===== src/rtl/mac_rr_sched.sv =====
// mac_rr_sched: round-robin front end for a single shared mul_fp52 multiply-add
// unit (res = a*2^ea * b*2^eb + c*2^ec).
//
// Ports
//   clk, rst_n        clock, synchronous active-low reset
//   en                grant enable
//   req_valid/ready   per-requester handshake; ready is a combinational one-hot grant
//   req_dat           per requester {c, b, a}, 7-bit two's complement each
//   req_exp           per requester {ec, eb, ea}, 2-bit unsigned each
//   op_*_dat/op_*_exp registered operands driven into the MAC
//   mac_res           MAC result, MAC_LAT register stages after op_*
//   rsp_valid/id/res  one-cycle result pulse tagged with the owning requester
//   done_cnt          free-running count of delivered responses (wraps)
module mac_rr_sched #(
  parameter int NREQ    = 4,
  parameter int ID_W    = 2,
  parameter int MAC_LAT = 1
) (
  input  logic                 clk,
  input  logic                 rst_n,
  input  logic                 en,
  input  logic [NREQ-1:0]      req_valid,
  input  logic [NREQ-1:0][20:0] req_dat,
  input  logic [NREQ-1:0][5:0] req_exp,
  output logic [NREQ-1:0]      req_ready,
  output logic [6:0]           op_a_dat,
  output logic [6:0]           op_b_dat,
  output logic [6:0]           op_c_dat,
  output logic [1:0]           op_a_exp,
  output logic [1:0]           op_b_exp,
  output logic [1:0]           op_c_exp,
  input  logic [19:0]          mac_res,
  output logic                 rsp_valid,
  output logic [ID_W-1:0]      rsp_id,
  output logic [19:0]          rsp_res,
  output logic [15:0]          done_cnt
);

  localparam int IW = (NREQ > 1) ? $clog2(NREQ) : 1;

  typedef struct packed {
    logic [6:0] c;
    logic [6:0] b;
    logic [6:0] a;
  } opd_t;

  typedef struct packed {
    logic [1:0] ec;
    logic [1:0] eb;
    logic [1:0] ea;
  } ope_t;

  logic [IW-1:0]   ptr, ptr_nxt, gidx, idx;
  logic [IW:0]     sum;
  logic [NREQ-1:0] grant;
  logic            found, accept;
  opd_t            sel_d;
  ope_t            sel_e;

  // Scan from ptr upward, wrapping; first valid requester wins. ptr < NREQ
  // and k < NREQ, so one conditional subtract is enough for the modulo.
  always_comb begin
    grant = '0;
    gidx  = '0;
    found = 1'b0;
    sum   = '0;
    idx   = '0;
    for (int k = 0; k < NREQ; k++) begin
      sum = {1'b0, ptr} + (IW+1)'(k);
      if (sum >= (IW+1)'(NREQ)) sum = sum - (IW+1)'(NREQ);
      idx = sum[IW-1:0];
      if (!found && req_valid[idx]) begin
        grant[idx] = 1'b1;
        gidx       = idx;
        found      = 1'b1;
      end
    end
  end

  // Grant is masked by reset as well so nothing looks accepted while held.
  assign req_ready = (rst_n && en) ? grant : '0;
  assign accept    = |req_ready;
  assign ptr_nxt   = (gidx == IW'(NREQ-1)) ? '0 : gidx + 1'b1;
  assign sel_d     = opd_t'(req_dat[gidx]);
  assign sel_e     = ope_t'(req_exp[gidx]);

  always_ff @(posedge clk) begin
    if (!rst_n) begin
      ptr      <= '0;
      op_a_dat <= '0;
      op_b_dat <= '0;
      op_c_dat <= '0;
      op_a_exp <= '0;
      op_b_exp <= '0;
      op_c_exp <= '0;
    end else if (accept) begin
      ptr      <= ptr_nxt;
      op_a_dat <= sel_d.a;
      op_b_dat <= sel_d.b;
      op_c_dat <= sel_d.c;
      op_a_exp <= sel_e.ea;
      op_b_exp <= sel_e.eb;
      op_c_exp <= sel_e.ec;
    end
  end

  // Tag pipe tracks the MAC: stage 0 lines up with op_*, stage MAC_LAT with
  // mac_res. Stage 0 reloads every cycle so bubbles propagate as vld = 0.
  logic [MAC_LAT:0]           vld_pipe;
  logic [MAC_LAT:0][ID_W-1:0] id_pipe;

  always_ff @(posedge clk) begin
    if (!rst_n) begin
      vld_pipe <= '0;
      id_pipe  <= '0;
    end else begin
      vld_pipe[0] <= accept;
      id_pipe[0]  <= ID_W'(gidx);
      for (int s = 1; s <= MAC_LAT; s++) begin
        vld_pipe[s] <= vld_pipe[s-1];
        id_pipe[s]  <= id_pipe[s-1];
      end
    end
  end

  always_ff @(posedge clk) begin
    if (!rst_n) begin
      rsp_valid <= 1'b0;
      rsp_id    <= '0;
      rsp_res   <= '0;
      done_cnt  <= '0;
    end else begin
      rsp_valid <= vld_pipe[MAC_LAT];
      if (vld_pipe[MAC_LAT]) begin
        rsp_id  <= id_pipe[MAC_LAT];
        rsp_res <= mac_res;
      end
      if (rsp_valid) done_cnt <= done_cnt + 16'd1;
    end
  end

endmodule


===== config.mk =====
export PLATFORM = sky130hd
export DESIGN_NAME = mac_rr_sched
export DESIGN_NICKNAME = d
export VERILOG_FILES = /design/src/rtl/mac_rr_sched.sv
export SDC_FILE = /design/constraint.sdc
export NUM_CORES = 1
export LEC_CHECK = 0
export ABC_AREA = 1
export CAP_MARGIN = 30
export CORE_MARGIN = 4
export CORE_UTILIZATION = 46
export CTS_CLUSTER_DIAMETER = 60
export CTS_CLUSTER_SIZE = 30
export DETAILED_ROUTE_END_ITERATION = 8
export PLACE_DENSITY = 0.87
export REMOVE_ABC_BUFFERS = 1
export SLEW_MARGIN = 20
export SYNTH_ARGS = -nofsm -noshare
export SYNTH_HDL_FRONTEND = slang
export SYNTH_SLANG_ARGS = --single-unit

===== constraint.sdc =====
create_clock -name clk -period 4.4 [get_ports clk]
set_input_delay 0.66 -clock clk [delete_from_list [all_inputs] [get_ports clk]]
set_output_delay 0.66 -clock clk [all_outputs]
set_load 0.01 [all_outputs]

# --- Word level (Yosys, flattened, before mapping) ---
# Cells that the tools add are included.
totals:
  reg_bits: 74
  latchBits: 0
  mem_bits_rw: 0
  romBits: 0
  in_bits: 135
  out_inout_bits: 70
  elab_cells: 89
  mem_count: 0
op_classes:
  add_sub_neg: 9
  n_mul: 0
  div_mod_pow: 0
  order_cmp: 13
  eq_ne: 1
  shift: 0
  n_mux: 37
  bitwise: 3
  reduce_logical: 12
op_table:
  columns: ["operator", "n"]
  rows:
  - ["binary-select mux 21 bit (select 2 bit)", 1]
  - ["2-to-1 mux 21 bit", 1]
  - ["2-to-1 mux 4 bit", 5]
  - ["2-to-1 mux 2 bit", 9]
  - ["adder 16 x 1 -> 16 bit, second input constant", 1]
  - ["less-than comparator 2 x 3 -> 1 bit, second input constant", 5]
  - ["binary-select mux 6 bit (select 2 bit)", 1]
  - ["OR 4 bit", 3]
  - ["2-to-1 mux 1 bit", 11]
  - [">= comparator 3 bit, second input constant", 3]
  - ["binary-select mux 1 bit (select 2 bit)", 4]
  - ["demux 1 bit (select 2 bit)", 4]
  - [">= comparator 2 x 1 -> 1 bit, second input constant", 4]
  - ["logical AND 1 bit", 8]
  - ["subtractor 2 x 1 -> 2 bit, second input constant", 4]
  - ["adder 2 x 2 -> 3 bit, second input constant", 2]
  - ["2-to-1 mux 6 bit", 1]
  - ["OR reduction 4 bit", 1]
  - ["adder 2 x 1 -> 3 bit, second input constant", 1]
  - [">= comparator 2 x 3 -> 1 bit, second input constant", 1]
  - ["zero test 1 bit", 3]
  - ["adder 2 x 1 -> 2 bit, second input constant", 1]
  - ["equality test 2 bit, second input constant", 1]

# --- Longest topological paths before layout ---
# Gate-level depths: netlist of the first run.
depth:
  depth_word: 16
  ltp_mapped: 18
  mapped_depth_nobuf: 16

# --- Least setup slack after synthesis of the first run ---
# OpenSTA, ideal clock, no wires.
synth_timing:
  kind: "register to output"
  startpoint: "register ptr[0]"
  endpoint: "output port req_ready[3]"
  arrival_ns: 1.646
  t_required_ns: 3.740
  slack_ns: 2.094
  path_stages_with_launch: 13
  n_path_buf: 2
  cell_sequence: "dfxtp_1 -> buf_6 -> inv_6 -> ha_1 -> inv_1 -> nand3_1 -> nand2_1 -> nor2_4 -> buf_6 -> nand3_1 -> nand3_1 -> nand2_1 -> inv_1"
synth_via:
  elab_chain_cells: 15
  elab_cells_between_ends: 60
  cone_classes: "add/sub (7); order compare (12); mux (28); bitwise (3); reduce/logical (10)"
synth_lines:
  columns: ["element", "line", "rtl"]
  rows:
  - ["from (decl)", "53", "logic [IW-1:0] ptr, ptr_nxt, gidx, idx;"]
  - ["from (signal assigned)", "97", "ptr <= ptr_nxt;"]
  - ["parallel branches: the longest is 13 deep, another holds adder 2 x 1 -> 3 bit", null, null]
  - ["2-to-1 mux 4 bit (*)", "72", "if (!found && req_valid[idx]) begin"]
  - ["2-to-1 mux 4 bit (*)", "81", "assign req_ready = (rst_n && en) ? grant : '0;"]
  - ["to (decl)", "25", "output logic [NREQ-1:0] req_ready,"]
# Mark *: on every way between the ends. The select of a mux whose other input is x is not followed.

# --- Worst setup path in the final report of the first run ---
layout_timing:
  startpoint: "register ptr[0]"
  endpoint: "output port req_ready[0]"
# Same word-level chain as after synthesis.

==> results of run 1 <==
## through the flow
step | hold slack, ps | utilization [%] | instances | worst slack (ps) | area (µm²)
after floorplan | 390 | - | 709 | 844 | 4310
after global placement | 394 | 69.6 | 1048 | 1170 | 6550
after detailed placement | 403 | 69.6 | 1048 | 1180 | 6550
after CTS | 424 | 71.8 | 1064 | 805 | 6760
after global routing | 447 | 71.8 | 1064 | 568 | 6760
final | 419 | 71.8 | 1064 | 788 | 6760
## worst paths after layout
kind,start,to,slack (ps)
worst max register to register,ptr[0],op_b_dat[0],1210
worst max-delay path,ptr[0],req_ready[0],790
worst min register to register,id_pipe[0],id_pipe[2],420
worst min-delay path,id_pipe[0],id_pipe[2],420
## where the power goes
group,switching [mW],internal [mW],total [mW]
combinational,1.28,0.812,2.09
sequential,0.0821,0.797,0.879
clock,0.285,0.273,0.558
## cells by family after synthesis
family,after synthesis
AND/OR/NAND/NOR,481
buffers and inverters,130
XOR/XNOR,2
AO/OA/AOI/OAI,54
flip-flops,74
adder cells (fa/ha/maj),8
## per-layer routing
metal	GRT usage (%)	routed length, µm
met1	28.6	5840
met2	40.8	6670
met3	6.30	999
met4	6.48	239
met5	0	0
## cells in the mapped netlist
master,number
nand3_2,1
nor2_2,1
ha_1,8
inv_2,3
nor2_1,115
nand2_4,2
o21ai_0,28
nor2_4,2
nand2_2,3
inv_1,85
a21oi_1,18
nand3_1,81
buf_6,8
a211oi_1,1
nor4_1,3
nand4_1,1
nor3_1,7
nand3b_1,27
nand2_1,238
inv_6,1
buf_1,1
clkbuf_1,17
o21a_1,2
a21boi_0,5
buf_4,2
clkinv_1,1
buf_2,12
dfxtp_1,74
xor2_1,2
## critical path, stage by stage, from the launching register on
cell and delay [ps]:
dfxtp_1 690, inv_6 110, ha_1 440, inv_1 110
nand3_1 90, nand2_1 90, nor2_2 210, a21boi_0 130
nand3_1 100, nand2_1 70, inv_1 60, clkdlybuf4s50_1 520
## layout make-up
class | instances | share of cell area [%]
clock inverter | 7 | 1.24
multi-input combinational | 545 | 36.7
timing repair buffer | 210 | 30.8
inverter | 90 | 5.07
tap | 129 | 2.39
clock buffer | 9 | 1.83
sequential | 74 | 21.9
## registers in the layout, summed over array words and instances, names as in the netlist
register	flops
op_c_dat	7
ptr	2
done_cnt	16
op_a_exp	2
rsp_valid	1
op_a_dat	7
op_b_dat	7
vld_pipe	2
rsp_res	20
op_c_exp	2
rsp_id	2
id_pipe	4
op_b_exp	2
==> results_dict.tcl, run 1 <==
set metrics [dict create \
    status "finished, final reports clean" \
    route.detailed.drc 0 \
    viasPerCell 4.74 \
    synthCells 749 \
    fmax_ghz 0.277 \
    drive_gt1_share_pct 3.96 \
    clockBufferDepth 2 \
    first_global_vias 4628 \
    clk_pin_slew_ps 80 \
    critPathRequiredTime_ps 3740 \
    drt-initial-drc-count 239 \
    hold_path_depth 2 \
    ys_types 29 \
    nets 1073 \
    multi_input_area_mm2 0.00248 \
    synth_top_area_share_pct 32.6 \
    grt_pass1_wl_um 22100 \
    min_period_over_period_pct 82.1 \
    mostFrequentLayoutCell "nand2_1" \
    port_buffers 204 \
    layout_common_cells "nand2_1 (237), clkdlybuf4s50_1 (203), nor2_1 (115), inv_1 (85), nand3_1 (81)" \
    clockRootBuffer "clkbuf_8" \
    maxCapViolCount 0 \
    setup.worst_path.class "reg -> out" \
    synthXorXnorAreaFrac_pct 0.386 \
    fillers 816 \
    cp-start-kind "flop" \
    grt_max_degree 65 \
    synth.area.mux_share_pct 0 \
    rsz0062_at_grt "false" \
    hp-class "reg -> reg" \
    synth_compound_area_share_pct 6.40 \
    first_pass_iters 6 \
    antenna_found_initial 0 \
    end_kind "primary output" \
    areaGrowthSynthToFinish_pct 48.9 \
    hold_violations 0 \
    path_max_fanout 14 \
    cts_sinks 74 \
    detail-route-antenna-nets 0 \
    clock_latency_ps 350 \
    wl_um 13700 \
    dp_hpwl_um 9670 \
    cts-resized-gates 0 \
    ir_drop_uv 558 \
    seq_area_mm2 0.00148 \
    rr_worst_depth 15 \
    synth-adder-area-share_pct 2.21 \
    synth.cell_area_mm2 0.00454 \
    ios 205 \
    synth.area.top_cells "dfxtp_1 (33%), nand2_1 (20%), nor2_1 (9.5%), nand3_1 (8.9%), inv_1 (7.0%)" \
    place_congestion 0.861 \
    ys_seq_area_share_pct 32.6 \
    cts_hold_buf 0 \
    setup_tns_ps 0 \
    worstMarginPinSlew_ps 693 \
    die_h_um 107 \
    start_util_pct 48.2 \
    slew_viol_final 0 \
    period_minus_slack_ps 3610 \
    fin_skew_ps 8.10 \
    coreArea_mm2 0.00942 \
    cts_buffers 9 \
    fp-row-count 35 \
    p_per_area_mw_per_mm2 521 \
    slew_headroom_pct 53.7 \
    leakage_nw 3.27 \
    synth_top_family_by_area "simple AND/OR/NAND/NOR gates" \
    die_w_um 107 \
    htree_levels 3 \
    cts_setup_buffers 0 \
    wl_per_cell_um 12.9 \
    synth_largest_area_cell "dfxtp_1" \
    yosys.area_share.simple_pct 45.7 \
    diodes 0 \
    overflow 0 \
    avgSynthCellArea_um2 6.06 \
    cts_tree "yes" \
    vias 5043 \
    worst_ep_arrival_time_ps 2950 \
    yosys_warnings 0 \
    die_area_mm2 0.0115 \
    grt.total_usage_pct 23.5 \
    final-setup-viol-count 0 \
    ys_ff_latch 74 \
    power.total_mw 3.52 \
]
No activity file was read; power rests on OpenSTA's default activity.
==> run 2, diff against run 1 <==
--- a/config.mk
+++ b/config.mk
@@ -8,11 +8,11 @@
 export ABC_AREA = 1
 export CAP_MARGIN = 30
 export CORE_MARGIN = 4
-export CORE_UTILIZATION = 46
+export CORE_UTILIZATION = 42
 export CTS_CLUSTER_DIAMETER = 60
 export CTS_CLUSTER_SIZE = 30
 export DETAILED_ROUTE_END_ITERATION = 8
-export PLACE_DENSITY = 0.87
+export PLACE_DENSITY = 0.81
 export REMOVE_ABC_BUFFERS = 1
 export SLEW_MARGIN = 20
 export SYNTH_ARGS = -nofsm -noshare
==> constraint.sdc (replaced) <==
create_clock -name clk -period 3.5 [get_ports clk]
set_input_delay 0.525 -clock clk [delete_from_list [all_inputs] [get_ports clk]]
set_output_delay 0.525 -clock clk [all_outputs]
set_load 0.01 [all_outputs]
==> results_dict.tcl, run 2 (synthesis gave the netlist of run 1 again) <==
set metrics [dict create \
    fillers 991 \
    setup.worst_path.class "reg -> out" \
    slew_headroom_pct 52.7 \
    rr_worst_depth 15 \
    first_pass_iters 5 \
    viasPerCell 4.75 \
    top_register "rsp_res" \
    met2_length_um 6920 \
    place_congestion 0.941 \
    crit_path_start "ptr[1]" \
    grt_pass1_wl_um 22600 \
    r2r-start "ptr[1]" \
    fp-row-count 37 \
    fin_ws_ps 348 \
    areaGrowthSynthToFinish_pct 50.8 \
    cp-start-kind "flop" \
    vias 5096 \
    hp-class "reg -> reg" \
    path_delay_family "buffers and inverters" \
    hold_violations 0 \
    leakage_nw 3.30 \
    min_period_over_period_pct 90.1 \
    p_per_area_mw_per_mm2 669 \
    ir_drop_uv 391 \
    top_regs "rsp_res: 20 flops, done_cnt: 16 flops" \
    grt_max_degree 65 \
    setup_tns_ps 0 \
    hold_path_depth 2 \
    route.detailed.drc 0 \
    clk_pin_slew_ps 70 \
    hold_slack_ps 420 \
    start_util_pct 43.6 \
    cts_hold_buf 0 \
    antenna_found_initial 2 \
    dr.max_layer_used "met5" \
    die_h_um 112 \
    worst-path-buf-inv 4 \
    nets 1075 \
    drive_gt1_share_pct 4.17 \
    layout_common_cells "nand2_1 (237), clkdlybuf4s50_1 (203), nor2_1 (115), inv_1 (85), nand3_1 (81)" \
    period_minus_slack_ps 3150 \
    wl_um 13900 \
    wl_met1_um 5790 \
    worst_ep_arrival_time_ps 2630 \
    critPathRequiredTime_ps 2970 \
    die_w_um 112 \
    clock_latency_ps 330 \
    slew_viol_final 0 \
    power.total_mw 4.58 \
    cp_slowest_cell "clkdlybuf4s50_1" \
    maxCapViolCount 0 \
    drt-initial-drc-count 333 \
    clockBufferDepth 2 \
    cp_slowest_stage_delay_ps 520 \
    post_dp_cell_area_mm2 0.00660 \
    min_from "vld_pipe[0]" \
    reg2reg_to "op_c_dat[6]" \
    mostFrequentLayoutCell "nand2_1" \
    crit_chain "inv_1, ha_1, inv_1, nand3_1, nand2_1, nor2_4, nand3_1, nand3_1, nand2_1, inv_1, clkdlybuf4s50_1" \
    cts_setup_buffers 0 \
    worstMarginPinSlew_ps 709 \
    die_area_mm2 0.0125 \
    final_area_mm2 0.00684 \
    path_max_fanout 11 \
    htree_levels 3 \
    cts_sinks 74 \
    cts_tree "yes" \
    end_kind "primary output" \
    ios 205 \
    r2r_slack_ps 750 \
    cts-resized-gates 0 \
    dp_hpwl_um 10000 \
    fmax_ghz 0.317 \
    coreArea_mm2 0.0104 \
    grt.total_usage_pct 21.5 \
    hold_end "vld_pipe[1]" \
    largest_register_ff_count 20 \
    cts_buffers 9 \
    first_global_vias 4768 \
    detail-route-antenna-nets 0 \
    rsz0062_at_grt "false" \
    dp_slack_ps 563 \
    wl_per_cell_um 12.9 \
    overflow 0 \
    fin_skew_ps 13.3 \
    port_buffers 204 \
    final-setup-viol-count 0 \
    clockRootBuffer "clkbuf_8" \
    dr_wl_met3_um 897 \
    status "finished, final reports clean" \
]
## run 2: final cells by class
class / instances / area (µm²) / share of cell area (%)
Multi-Input combinational cell: 545 / 2480 / 36.3
Timing Repair Buffer: 212 / 2120 / 31.0
Sequential cell: 74 / 1480 / 21.7
Inverter: 90 / 343 / 5.01
Tap cell: 136 / 170 / 2.49
Clock buffer: 9 / 124 / 1.81
Clock inverter: 6 / 115 / 1.68
Antenna cell: 1 / 2.50 / 0.0366
## run 2: worst max path at each step
stage | endpoint | slack, ps | depth (start not counted)
after detailed placement | req_ready[1] | 560 | 11
final | req_ready[1] | 350 | 11
after global placement | req_ready[0] | 610 | 11
after CTS | req_ready[1] | 200 | 11
after global routing | req_ready[1] | 130 | 11
after floorplan | ptr[1] | -60 | 11
## run 2: power breakdown
group / internal (mW) / leakage, nW / total [mW] / switching (mW)
Combinational: 1.07 / 2.58 / 2.68 / 1.60
Clock: 0.474 / 0.116 / 0.805 / 0.331
Sequential: 1.00 / 0.605 / 1.09 / 0.0902
Total: 2.55 / 3.30 / 4.58 / 2.02
## run 2: through the flow
stage          cells  util (%)
2_1_floorplan    709         -
3_3_place_gp    1057      63.4
3_5_place_dp    1057      63.4
4_1_cts         1072      65.7
5_1_grt         1073      65.7
6_report        1073      65.7
## run 2: metal layers
metal	vias to the layer above	track usage (%)
met5	-	0
met4	2	6.81
met3	19	5.60
met2	148	37.8
met1	2249	25.7
li1	2678	-
## run 2: worst register-to-register path, stage by stage, from the launching register on
cell     delay (ps)
dfxtp_2         410
inv_1           160
ha_1            390
inv_1           100
nand3_1         100
nand2_1          80
nor2_4          210
nand2_1         150
nand2_4          80
buf_4           460
nand3_1         150
nand2_1         120
nand2_1          50
nand2_1          70
nor2_1           40
nor2_1          100
